[src/rtl/fp_mul_pipe_if.sv]
// fp_mul_pipe_if: operand/result handshake bundle for fp_mul_pipe.
//   in1, in2, round_m, tag_in, act  -> request side (act = valid, in_ready = ready)
//   out, tag_out, ov/un/inv/inexact, done -> result side (done = valid, out_ready = ready)
// slave is the multiplier's view; master is the issue/writeback side.
interface fp_mul_pipe_if #(
   parameter int EW = 8,
   parameter int MW = 23,
   parameter int TW = 4
);
   localparam int W = EW + MW + 1;

   logic [W-1:0]  in1;
   logic [W-1:0]  in2;
   logic [2:0]    round_m;
   logic [TW-1:0] tag_in;
   logic          act;
   logic          in_ready;
   logic [W-1:0]  out;
   logic [TW-1:0] tag_out;
   logic          done;
   logic          out_ready;
   logic          ov;
   logic          un;
   logic          inv;
   logic          inexact;

   modport slave (
      input  in1, in2, round_m, tag_in, act, out_ready,
      output in_ready, out, tag_out, done, ov, un, inv, inexact
   );

   modport master (
      output in1, in2, round_m, tag_in, act, out_ready,
      input  in_ready, out, tag_out, done, ov, un, inv, inexact
   );
endinterface

[src/rtl/fp_mul_pipe.sv]
// fp_mul_pipe: three-stage pipelined IEEE-754 multiplier, generic exponent and
// fraction widths, flush-to-zero on subnormal inputs and outputs.
// Ports:
//   clk  - rising-edge clock
//   rst  - asynchronous active-low reset
//   bus  - fp_mul_pipe_if.slave: operands, rounding mode, tag, valid/ready in,
//          result, tag, flags, valid/ready out
// Stage 1 classifies operands and resolves special cases, stage 2 multiplies
// significands, stage 3 normalises, rounds and packs. The whole pipe stalls
// when a result is held and not taken.
// Rounding mode codes: 0 RNe, 1 RZ, 2 RU, 3 RD, 4 RNa; other codes act as RNe.
module fp_mul_pipe #(
   parameter int EW = 8,
   parameter int MW = 23,
   parameter int TW = 4
) (
   input  logic         clk,
   input  logic         rst,
   fp_mul_pipe_if.slave bus
);
   localparam int W  = EW + MW + 1;
   localparam int PW = 2 * MW + 2;

   localparam logic [2:0] RM_RZ  = 3'd1;
   localparam logic [2:0] RM_RU  = 3'd2;
   localparam logic [2:0] RM_RD  = 3'd3;
   localparam logic [2:0] RM_RNA = 3'd4;

   localparam logic signed [EW+1:0] BIAS   = (EW+2)'((1 << (EW - 1)) - 1);
   localparam logic signed [EW+1:0] E_OVF  = (EW+2)'((1 << EW) - 1);
   localparam logic signed [EW+1:0] E_ZERO = '0;
   localparam logic signed [EW+1:0] E_ONE  = (EW+2)'(1);
   localparam logic [EW-1:0] EXP_ONES = '1;
   localparam logic [EW-1:0] EXP_MAXF = {{(EW-1){1'b1}}, 1'b0};
   localparam logic [W-1:0]  QNAN     = {1'b0, EXP_ONES, 1'b1, {(MW-1){1'b0}}};

   logic en;

   // stage 1 registers
   logic                 v1_d, v1_q, sign1_d, sign1_q, sp1_d, sp1_q, inv1_d, inv1_q;
   logic [MW-1:0]        fa1_d, fa1_q, fb1_d, fb1_q;
   logic signed [EW+1:0] exp1_d, exp1_q;
   logic [2:0]           rm1_d, rm1_q;
   logic [TW-1:0]        tag1_d, tag1_q;
   logic [W-1:0]         spres1_d, spres1_q;

   // stage 2 registers
   logic                 v2_d, v2_q, sign2_d, sign2_q, sp2_d, sp2_q, inv2_d, inv2_q;
   logic [PW-1:0]        prod2_d, prod2_q;
   logic signed [EW+1:0] exp2_d, exp2_q;
   logic [2:0]           rm2_d, rm2_q;
   logic [TW-1:0]        tag2_d, tag2_q;
   logic [W-1:0]         spres2_d, spres2_q;

   // stage 3 (output) registers
   logic          done_d, done_q, ov_d, ov_q, un_d, un_q, inv_d, inv_q, inx_d, inx_q;
   logic [W-1:0]  res_d, res_q;
   logic [TW-1:0] tag3_d, tag3_q;

   assign en           = !done_q || bus.out_ready;
   assign bus.in_ready = en;
   assign bus.done     = done_q;
   assign bus.out      = res_q;
   assign bus.tag_out  = tag3_q;
   assign bus.ov       = ov_q;
   assign bus.un       = un_q;
   assign bus.inv      = inv_q;
   assign bus.inexact  = inx_q;

   // ---------------- stage 1: unpack / classify ----------------
   logic [EW-1:0] e1, e2;
   logic [MW-1:0] f1, f2;
   logic          z1, z2, i1, i2, n1, n2, sn1, sn2;

   always_comb begin
      e1  = bus.in1[W-2:MW];
      e2  = bus.in2[W-2:MW];
      f1  = bus.in1[MW-1:0];
      f2  = bus.in2[MW-1:0];
      // exponent zero covers true zeros and flushed subnormals
      z1  = (e1 == '0);
      z2  = (e2 == '0);
      i1  = (e1 == EXP_ONES) && (f1 == '0);
      i2  = (e2 == EXP_ONES) && (f2 == '0);
      n1  = (e1 == EXP_ONES) && (f1 != '0);
      n2  = (e2 == EXP_ONES) && (f2 != '0);
      sn1 = n1 && !f1[MW-1];
      sn2 = n2 && !f2[MW-1];

      v1_d     = bus.act;
      sign1_d  = bus.in1[W-1] ^ bus.in2[W-1];
      fa1_d    = f1;
      fb1_d    = f2;
      exp1_d   = $signed({2'b00, e1}) + $signed({2'b00, e2}) - BIAS;
      rm1_d    = bus.round_m;
      tag1_d   = bus.tag_in;
      sp1_d    = 1'b1;
      inv1_d   = 1'b0;
      spres1_d = QNAN;
      if (n1 || n2) begin
         inv1_d = sn1 || sn2;
      end else if ((i1 && z2) || (z1 && i2)) begin
         inv1_d = 1'b1;
      end else if (i1 || i2) begin
         spres1_d = {sign1_d, EXP_ONES, {MW{1'b0}}};
      end else if (z1 || z2) begin
         spres1_d = {sign1_d, {(W-1){1'b0}}};
      end else begin
         sp1_d = 1'b0;
      end
   end

   // ---------------- stage 2: significand multiply ----------------
   always_comb begin
      v2_d     = v1_q;
      sign2_d  = sign1_q;
      prod2_d  = PW'({1'b1, fa1_q}) * PW'({1'b1, fb1_q});
      exp2_d   = exp1_q;
      rm2_d    = rm1_q;
      tag2_d   = tag1_q;
      sp2_d    = sp1_q;
      inv2_d   = inv1_q;
      spres2_d = spres1_q;
   end

   // ---------------- stage 3: normalise / round / pack ----------------
   logic [MW:0]          mant;
   logic [MW+1:0]        mant_r;
   logic [MW-1:0]        frac_r;
   logic                 g, t, inc, to_inf;
   logic signed [EW+1:0] e_n, e_r;

   always_comb begin
      if (prod2_q[PW-1]) begin
         mant = prod2_q[PW-1:MW+1];
         g    = prod2_q[MW];
         t    = |prod2_q[MW-1:0];
         e_n  = exp2_q + E_ONE;
      end else begin
         mant = prod2_q[PW-2:MW];
         g    = prod2_q[MW-1];
         t    = |prod2_q[MW-2:0];
         e_n  = exp2_q;
      end

      case (rm2_q)
         RM_RZ:   inc = 1'b0;
         RM_RU:   inc = (g || t) && !sign2_q;
         RM_RD:   inc = (g || t) && sign2_q;
         RM_RNA:  inc = g;
         default: inc = g && (t || mant[0]);
      endcase

      // a carry out of the significand means it was all ones: renormalise
      mant_r = {1'b0, mant} + {{(MW+1){1'b0}}, inc};
      e_r    = mant_r[MW+1] ? e_n + E_ONE : e_n;
      frac_r = mant_r[MW+1] ? mant_r[MW:1] : mant_r[MW-1:0];

      // overflow saturates to max finite only when rounding toward zero
      to_inf = !((rm2_q == RM_RZ) || (rm2_q == RM_RU && sign2_q) ||
                 (rm2_q == RM_RD && !sign2_q));

      done_d = v2_q;
      tag3_d = tag2_q;
      ov_d   = 1'b0;
      un_d   = 1'b0;
      inv_d  = 1'b0;
      inx_d  = 1'b0;
      res_d  = {sign2_q, e_r[EW-1:0], frac_r};
      if (sp2_q) begin
         res_d = spres2_q;
         inv_d = inv2_q;
      end else if (e_r >= E_OVF) begin
         ov_d  = 1'b1;
         inx_d = 1'b1;
         res_d = to_inf ? {sign2_q, EXP_ONES, {MW{1'b0}}} : {sign2_q, EXP_MAXF, {MW{1'b1}}};
      end else if (e_r <= E_ZERO) begin
         un_d  = 1'b1;
         inx_d = 1'b1;
         res_d = {sign2_q, {(W-1){1'b0}}};
      end else begin
         inx_d = g || t;
      end
   end

   always_ff @(posedge clk or negedge rst) begin
      if (!rst) begin
         v1_q <= 1'b0;  sign1_q <= 1'b0;  sp1_q <= 1'b0;  inv1_q <= 1'b0;
         fa1_q <= '0;   fb1_q <= '0;      exp1_q <= '0;   rm1_q <= '0;
         tag1_q <= '0;  spres1_q <= '0;
         v2_q <= 1'b0;  sign2_q <= 1'b0;  sp2_q <= 1'b0;  inv2_q <= 1'b0;
         prod2_q <= '0; exp2_q <= '0;     rm2_q <= '0;    tag2_q <= '0;
         spres2_q <= '0;
         done_q <= 1'b0; res_q <= '0; tag3_q <= '0;
         ov_q <= 1'b0;  un_q <= 1'b0;  inv_q <= 1'b0;  inx_q <= 1'b0;
      end else if (en) begin
         v1_q <= v1_d;  sign1_q <= sign1_d;  sp1_q <= sp1_d;  inv1_q <= inv1_d;
         fa1_q <= fa1_d; fb1_q <= fb1_d;     exp1_q <= exp1_d; rm1_q <= rm1_d;
         tag1_q <= tag1_d; spres1_q <= spres1_d;
         v2_q <= v2_d;  sign2_q <= sign2_d;  sp2_q <= sp2_d;  inv2_q <= inv2_d;
         prod2_q <= prod2_d; exp2_q <= exp2_d; rm2_q <= rm2_d; tag2_q <= tag2_d;
         spres2_q <= spres2_d;
         done_q <= done_d;
         // bubbles leave the last result in place
         if (v2_q) begin
            res_q <= res_d;  tag3_q <= tag3_d;
            ov_q <= ov_d;    un_q <= un_d;  inv_q <= inv_d;  inx_q <= inx_d;
         end
      end
   end
endmodule

[src/flat_wrapper.sv]
// flat-port wrapper written by rule: the top's interface ports become plain ports
module fp_mul_pipe_flat 
#(
   parameter int EW = 8,
   parameter int MW = 23,
   parameter int TW = 4
)
  (clk, rst, bus_in1, bus_in2, bus_round_m, bus_tag_in, bus_act, bus_out_ready, bus_in_ready, bus_out, bus_tag_out, bus_done, bus_ov, bus_un, bus_inv, bus_inexact);
  fp_mul_pipe_if #(.EW(EW), .MW(MW), .TW(TW)) bus_i ();
  input  logic clk;
  input  logic rst;
  input wire logic [$bits(bus_i.in1)-1:0] bus_in1;
  input wire logic [$bits(bus_i.in2)-1:0] bus_in2;
  input wire logic [$bits(bus_i.round_m)-1:0] bus_round_m;
  input wire logic [$bits(bus_i.tag_in)-1:0] bus_tag_in;
  input wire logic [$bits(bus_i.act)-1:0] bus_act;
  input wire logic [$bits(bus_i.out_ready)-1:0] bus_out_ready;
  output wire logic [$bits(bus_i.in_ready)-1:0] bus_in_ready;
  output wire logic [$bits(bus_i.out)-1:0] bus_out;
  output wire logic [$bits(bus_i.tag_out)-1:0] bus_tag_out;
  output wire logic [$bits(bus_i.done)-1:0] bus_done;
  output wire logic [$bits(bus_i.ov)-1:0] bus_ov;
  output wire logic [$bits(bus_i.un)-1:0] bus_un;
  output wire logic [$bits(bus_i.inv)-1:0] bus_inv;
  output wire logic [$bits(bus_i.inexact)-1:0] bus_inexact;
  assign bus_i.in1 = bus_in1;
  assign bus_i.in2 = bus_in2;
  assign bus_i.round_m = bus_round_m;
  assign bus_i.tag_in = bus_tag_in;
  assign bus_i.act = bus_act;
  assign bus_i.out_ready = bus_out_ready;
  assign bus_in_ready = bus_i.in_ready;
  assign bus_out = bus_i.out;
  assign bus_tag_out = bus_i.tag_out;
  assign bus_done = bus_i.done;
  assign bus_ov = bus_i.ov;
  assign bus_un = bus_i.un;
  assign bus_inv = bus_i.inv;
  assign bus_inexact = bus_i.inexact;
  fp_mul_pipe #(.EW(EW), .MW(MW), .TW(TW)) u_core (.clk(clk), .rst(rst), .bus(bus_i));
endmodule
[config.mk]
export PLATFORM = sky130hd
export DESIGN_NAME = fp_mul_pipe_flat
export DESIGN_NICKNAME = d
export VERILOG_FILES = /design/src/rtl/fp_mul_pipe_if.sv /design/src/rtl/fp_mul_pipe.sv /design/src/flat_wrapper.sv
export SDC_FILE = /design/constraint.sdc
export NUM_CORES = 2
export LEC_CHECK = 0
export ABC_AREA = 1
export CORE_ASPECT_RATIO = 0.5
export CORE_MARGIN = 8
export CORE_UTILIZATION = 58
export DETAILED_ROUTE_END_ITERATION = 10
export GPL_TIMING_DRIVEN = 0
export HOLD_SLACK_MARGIN = 0.12
export PLACE_DENSITY_LB_ADDON = 0.1
export RECOVER_POWER = 50
export SLEW_MARGIN = 20
export SYNTH_ARGS = -nofsm -noshare
export SYNTH_HDL_FRONTEND = slang
export SYNTH_SLANG_ARGS = --single-unit
[constraint.sdc]
create_clock -name clk -period 6.09 [get_ports clk]
set_clock_uncertainty 0.15 [all_clocks]
set_input_delay 1.218 -clock clk [delete_from_list [all_inputs] [get_ports clk]]
set_output_delay 1.218 -clock clk [all_outputs]
set_load 0.005 [all_outputs]
# --- After elaboration in Yosys (flattened, before gate mapping) ---
# Index checks and enable logic that the tools add are counted.
totals:
  reg_bits: 241
  in_bits: 75
  output_inout_bits: 42
classes:
  add_sub_neg: 5
  mul: 1
  magnitude_cmp: 2
  eq_ne: 6
  mux: 30
  n_bitwise: 1
  n_reduce_logical: 36
op_table:
  columns: ["operator", "count"]
  rows:
  - ["two-way mux 32 bit", 5]
  - ["two-way mux 31 bit", 2]
  - ["multiplier 24 x 24 -> 48 bit", 1]
  - ["two-way mux 24 bit", 2]
  - ["logical NOT 23 bit", 2]
  - ["nonzero test 23 bit", 2]
  - ["adder 24 x 1 -> 25 bit", 1]
  - ["two-way mux 23 bit", 1]
  - ["OR reduction 23 bit", 1]
  - ["OR reduction 22 bit", 1]
  - ["adder 10 x 2 -> 10 bit, second input constant", 2]
  - ["two-way mux 10 bit", 2]
  - ["two-way mux 1 bit", 17]
  - ["equality test 8 bit, second input constant", 2]
  - ["logical NOT 8 bit", 2]
  - ["logical AND 1 bit", 13]
  - [">= comparator 10 x 9 -> 1 bit, second input constant", 1]
  - ["<= comparator 10 x 1 -> 1 bit, second input constant", 1]
  - ["logical OR 1 bit", 10]
  - ["subtractor 10 x 8 -> 10 bit, second input constant", 1]
  - ["adder 8 x 8 -> 9 bit", 1]
  - ["equality test 3 x 2 -> 1 bit, second input constant", 2]
  - ["logical NOT 1 bit", 4]
  - ["case mux 1 bit (4 select lines)", 1]
  - ["other kinds (4)", 4]

# --- Logic depth before layout (Yosys ltp) ---
depth:
  depth_word: 11
  ltp_mapped: 30

# --- Worst setup path before layout ---
# Ideal clock, no wire load.
synth_path:
  path_type: "register to register"
  start: "reg u_core.fa1_q[13]"
  end: "reg u_core.prod2_q[27]"
  t_arrival_ns: 6.247
  required_ns: 5.809
  slack_ns: -0.438
  path_stages_with_launch: 29
  n_path_buf: 1
  synth_period_minus_slack_ns: 6.528
  path_cell_list: "dfrtp_1 clkbuf_1 nand2_1 fa_1 inv_1 fa_1 inv_1 fa_1 inv_1 fa_1 inv_1 fa_1 inv_1 fa_1 inv_1 fa_1 inv_1 ha_1 a21oi_1 o21ai_0 a21boi_0 o21ai_0 a21oi_1 inv_1 a21boi_0 inv_1 or2_2 nand3_1 o21ai_0"
synth_via:
  elab_chain_cells: 1
synth_rtl:
  columns: ["item", "line_no", "rtl"]
  rows:
  - ["start: declaration", "fp_mul_pipe.sv:41", "logic [MW-1:0] fa1_d, fa1_q, fb1_d, fb1_q;"]
  - ["start signal: assignment", "fp_mul_pipe.sv:189", "fa1_q <= '0; fb1_q <= '0; exp1_q <= '0; rm1_q <= '0;"]
  - ["start signal: assignment", "fp_mul_pipe.sv:198", "fa1_q <= fa1_d; fb1_q <= fb1_d; exp1_q <= exp1_d; rm1_q <= rm1_d;"]
  - ["multiplier 24 x 24 -> 48 bit", "fp_mul_pipe.sv:117", "prod2_d = PW'({1'b1, fa1_q}) * PW'({1'b1, fb1_q});"]
  - ["end signal: assignment", "fp_mul_pipe.sv:201", "prod2_q <= prod2_d; exp2_q <= exp2_d; rm2_q <= rm2_d; tag2_q <= tag2_d;"]
  - ["end: declaration", "fp_mul_pipe.sv:49", "logic [PW-1:0] prod2_d, prod2_q;"]
# Every way passes these cells.
# A chain may end at the register's enable or synchronous reset.

# --- Worst setup path after layout ---
layout_path:
  start: "reg u_core.fb1_q[13]"
  end: "reg u_core.prod2_q[43]"
layout_via:
  elab_chain_cells: 1
layout_rtl:
  columns: ["item", "line_no"]
  rows:
  - ["start: declaration", "fp_mul_pipe.sv:41"]
  - ["start signal: assignment", "fp_mul_pipe.sv:189"]
  - ["start signal: assignment", "fp_mul_pipe.sv:198"]
  - ["multiplier 24 x 24 -> 48 bit", "fp_mul_pipe.sv:117"]
# Every way passes these cells.

==> run_summary.xml <==
<?xml version="1.0" encoding="UTF-8"?>
<metrics>
  <group name="run_status">
    <metric name="outcome" unit="">finished with violations</metric>
    <metric name="violations" unit="">max-capacitance violations, max-slew violations, negative setup slack</metric>
  </group>
  <group name="placed_design">
    <metric name="routabilityCongestion" unit="">1.05</metric>
    <metric name="place_hpwl" unit="mm">81.0</metric>
    <metric name="io_buffers" unit="">116</metric>
  </group>
  <group name="global_route">
    <metric name="grt_pass1_wl" unit="mm">158</metric>
    <metric name="first_global_vias" unit="">26585</metric>
    <metric name="track_usage" unit="%">35.9</metric>
    <metric name="antenna_violations_before_repair" unit="">4</metric>
    <metric name="overflow_after_grt" unit="">0</metric>
    <metric name="grt_max_degree" unit="">73</metric>
  </group>
  <group name="floorplan">
    <metric name="floorplan.rows" unit="">58</metric>
    <metric name="dieArea" unit="um^2">58200</metric>
    <metric name="ios" unit="">117</metric>
    <metric name="die_boundary_width" unit="um">333</metric>
    <metric name="start_util" unit="%">58.4</metric>
    <metric name="placeableCoreArea" unit="um^2">50000</metric>
    <metric name="die_height" unit="um">175</metric>
  </group>
  <group name="synthesis">
    <metric name="library_cell_with_the_largest_summed_area_after_synthesis" unit="">sky130_fd_sc_hd__fa_1</metric>
    <metric name="synth.ff_latch_count" unit="">183</metric>
    <metric name="yosysMostFrequentCell" unit="">sky130_fd_sc_hd__nand2_1</metric>
    <metric name="synth.cells.most_frequent" unit="">sky130_fd_sc_hd__nand2_1 (1105), sky130_fd_sc_hd__inv_1 (1018), sky130_fd_sc_hd__fa_1 (483)</metric>
    <metric name="yosys_most_used_dff" unit="">sky130_fd_sc_hd__dfrtp_1</metric>
    <metric name="synth_area_per_cell" unit="um^2">7.58</metric>
    <metric name="synth_cell_types" unit="">56</metric>
    <metric name="syn_area" unit="um^2">29200</metric>
    <metric name="yosysSeqAreaShare" unit="%">15.7</metric>
    <metric name="synth_async_sr_flop_share" unit="%">100</metric>
    <metric name="synth_top_area_share" unit="%">33.1</metric>
    <metric name="synth.area.top_cells" unit="">sky130_fd_sc_hd__fa_1 (33%), sky130_fd_sc_hd__dfrtp_1 (16%), sky130_fd_sc_hd__nand2_1 (14%)</metric>
    <metric name="syn_inst" unit="">3851</metric>
    <metric name="post_synth_edffs" unit="">0</metric>
    <metric name="yosysWarnings" unit="">0</metric>
    <metric name="syn-num-nets" unit="">4596</metric>
  </group>
  <group name="timing">
    <metric name="final_worst_path_setup_slack" unit="ns">-0.978</metric>
    <metric name="finalHoldViolCount" unit="">0</metric>
    <metric name="achievable-frequency" unit="MHz">141</metric>
    <metric name="final_period_minus_worst_setup_slack" unit="ns">7.07</metric>
    <metric name="slew-limit-headroom" unit="%">-67.5</metric>
    <metric name="setup_viol" unit="">33</metric>
    <metric name="fin_setup_tns" unit="ns">-21.56</metric>
    <metric name="rsz0062_at_grt" unit="">true</metric>
    <metric name="fin_max_slew_vios" unit="">115</metric>
    <metric name="post-route-period-util" unit="%">116</metric>
    <metric name="worst_pin_slew" unit="ns">2.51</metric>
  </group>
  <group name="critical_path">
    <metric name="cp_data_arrival_time" unit="ns">7.25</metric>
    <metric name="crit_reg_reg_startpoint" unit="">u_core.fb1_q[13]</metric>
    <metric name="critPathKind" unit="">flip-flop to flip-flop</metric>
    <metric name="critical_path.endpoint" unit="">u_core.prod2_q[43]</metric>
    <metric name="worst_r2r_endpoint" unit="">u_core.prod2_q[43]</metric>
    <metric name="crit_required" unit="ns">6.27</metric>
    <metric name="r2r_cells" unit="">26</metric>
    <metric name="worstSetupStartpointType" unit="">flip-flop</metric>
    <metric name="critical_path_peak_fanout" unit="">7</metric>
    <metric name="critPathLaunch" unit="">u_core.fb1_q[13]</metric>
    <metric name="worst-r2r-setup-slack" unit="ns">-0.98</metric>
    <metric name="critical_path.endpoint_type" unit="">flip-flop</metric>
  </group>
  <group name="clock_tree">
    <metric name="worstSkewPairLatency" unit="ns">0.48</metric>
    <metric name="number_of_h_tree_levels" unit="">4</metric>
    <metric name="cts-root-buf" unit="">sky130_fd_sc_hd__clkbuf_16</metric>
    <metric name="clock_tree.buffer_depth" unit="">2</metric>
    <metric name="holdBufCountCts" unit="">0</metric>
    <metric name="cts_made_buffers" unit="">17</metric>
    <metric name="cts_tree" unit="">done</metric>
    <metric name="clkTransAtPathRegs" unit="ns">0.09</metric>
    <metric name="clock_sinks" unit="">183</metric>
  </group>
  <group name="cells_and_area">
    <metric name="flow.area_growth_from_synthesis" unit="%">24.7</metric>
    <metric name="fillCellCount" unit="">3910</metric>
    <metric name="layout_cells_sized_above_1" unit="%">18.9</metric>
    <metric name="finish.net_count" unit="">4925</metric>
  </group>
  <group name="route">
    <metric name="postRouteWirelength" unit="mm">108</metric>
    <metric name="detailedRoute.firstIterationViolations" unit="">2840</metric>
    <metric name="drt-pass1-iter-count" unit="">6</metric>
    <metric name="vias_per_cell" unit="">5.57</metric>
    <metric name="route.detailed.drc" unit="">0</metric>
    <metric name="route.detailed.wl_per_inst" unit="um">22.3</metric>
    <metric name="ant_nets" unit="">0</metric>
    <metric name="vias" unit="">27026</metric>
  </group>
  <group name="worst_hold_path">
    <metric name="timing.hold.worst.class" unit="">flip-flop to flip-flop</metric>
    <metric name="hold_path_depth" unit="">2</metric>
  </group>
  <group name="job">
    <metric name="drv.max_cap_violation_count" unit="">2</metric>
  </group>
</metrics>
layout by cell type (no fill, tap or decap), types with 31 or more instances in the layout:
cell and n:
sky130_fd_sc_hd__inv_1 931, sky130_fd_sc_hd__a21oi_1 35, sky130_fd_sc_hd__clkbuf_16 41, sky130_fd_sc_hd__inv_2 92, sky130_fd_sc_hd__buf_6 45, sky130_fd_sc_hd__nand2_1 1061, sky130_fd_sc_hd__clkbuf_1 35, sky130_fd_sc_hd__o21ai_1 57
sky130_fd_sc_hd__nand3_1 91, sky130_fd_sc_hd__buf_4 150, sky130_fd_sc_hd__nand2_2 31, sky130_fd_sc_hd__o21ai_0 91, sky130_fd_sc_hd__clkdlybuf4s50_1 114, sky130_fd_sc_hd__fa_1 436, sky130_fd_sc_hd__ha_1 159, sky130_fd_sc_hd__nor2_1 105
sky130_fd_sc_hd__clkbuf_8 32, sky130_fd_sc_hd__dfrtp_2 39, sky130_fd_sc_hd__fa_2 47, sky130_fd_sc_hd__dfrtp_1 142
layout make-up:
type	count	area, um^2	area share (%)
Antenna cell	1	2.50	0.00687
Buffer	143	1640	4.50
Clock buffer	17	425	1.17
Clock inverter	15	225	0.619
Inverter	1023	3840	10.5
Multi-Input combinational cell	2497	21800	60.0
Sequential cell	183	4640	12.7
Tap cell	660	826	2.27
Timing Repair Buffer	315	2980	8.19
worst min path at each step:
| stage | endpoint | start | slack (ns) |
|---|---|---|---|
| 2_1_floorplan | u_core.exp2_q[1] | u_core.exp1_q[1] | 0.29 |
| 3_3_place_gp | u_core.exp2_q[1] | u_core.exp1_q[1] | 0.30 |
| 3_5_place_dp | u_core.exp2_q[1] | u_core.exp1_q[1] | 0.31 |
| 4_1_cts | u_core.exp2_q[1] | u_core.exp1_q[1] | 0.33 |
| 5_1_grt | u_core.bus.un | u_core.bus.un | 0.35 |
| 6_report | u_core.spres2_q[22] | u_core.spres1_q[22] | 0.33 |
metal layers:
layer	routed length (um)	global-route usage [%]	up-vias
met4	6330	14.8	6
met5	34	0	-
li1	-	-	11912
met2	45200	53.5	1612
met1	41600	47.0	13117
met3	15300	13.8	379
state kept, by name, indices dropped and copies added (netlist names), 4 cells and up:
| signal | flops |
|---|---|
| u_core.fb1_q | 23 |
| u_core.exp1_q | 10 |
| u_core.tag1_q | 4 |
| u_core.exp2_q | 10 |
| u_core.bus.out | 32 |
| u_core.prod2_q | 48 |
| u_core.bus.tag_out | 4 |
| u_core.fa1_q | 23 |
| u_core.tag2_q | 4 |
worst max-delay path, cell delays in order, from the launching register on:
cell	delay [ns]
sky130_fd_sc_hd__dfrtp_4	0.53
sky130_fd_sc_hd__buf_12	0.14
sky130_fd_sc_hd__clkbuf_16	0.12
sky130_fd_sc_hd__buf_4	0.11
sky130_fd_sc_hd__buf_4	0.20
sky130_fd_sc_hd__nand2_1	0.10
sky130_fd_sc_hd__fa_1	0.50
sky130_fd_sc_hd__inv_1	0.05
sky130_fd_sc_hd__fa_1	0.48
sky130_fd_sc_hd__inv_1	0.05
sky130_fd_sc_hd__fa_1	0.48
sky130_fd_sc_hd__fa_1	0.59
sky130_fd_sc_hd__fa_1	0.43
sky130_fd_sc_hd__fa_1	0.63
sky130_fd_sc_hd__inv_1	0.08
sky130_fd_sc_hd__ha_1	0.23
sky130_fd_sc_hd__ha_2	0.37
sky130_fd_sc_hd__a21oi_1	0.18
sky130_fd_sc_hd__inv_1	0.08
sky130_fd_sc_hd__a31oi_1	0.30
sky130_fd_sc_hd__o211ai_1	0.15
sky130_fd_sc_hd__a21oi_2	0.23
sky130_fd_sc_hd__nand3_4	0.15
sky130_fd_sc_hd__a21o_1	0.22
sky130_fd_sc_hd__or2_4	0.24
sky130_fd_sc_hd__nand3_4	0.06
sky130_fd_sc_hd__o21ai_2	0.06
through the flow:
| step | instances | instance area [um^2] | worst slack (ns) | hold slack [ns] | utilization, % |
|---|---|---|---|---|---|
| 3_5_place_dp | 4629 | 31700 | -1.53 | 0.307 | 63.5 |
| 3_3_place_gp | 4627 | 31700 | -4.81 | 0.303 | 63.3 |
| 6_report | 4854 | 36400 | -0.978 | 0.325 | 72.8 |
| 5_1_grt | 4853 | 36400 | -1.13 | 0.352 | 72.8 |
| 2_1_floorplan | 3851 | 29700 | -0.0945 | 0.292 | - |
| 4_1_cts | 4791 | 35200 | -0.676 | 0.325 | 70.4 |
kinds of logic after synthesis:
family / after synthesis / synth area share, %
simple gates: 1474 / 20.6
compound gates: 318 / 6.09
xor+xnor: 34 / 1.02
fa+ha+maj: 670 / 41.1
buf+inv: 1171 / 15.4
mux: 1 / 0.0343
flops: 183 / 15.7
repair_timing:
item | in CTS | in global routing
gates cloned | 2 | 1
pin swaps | 125 | 161
setup buffers | 130 | 69
setup endpoints to repair | 37 | 36
gates resized for setup | 458 | 247
endpoints found under the hold margin | 0 | 0
Power is not shown: default switching activity piles up to over one toggle a cycle in this logic, so the estimate is an artifact.
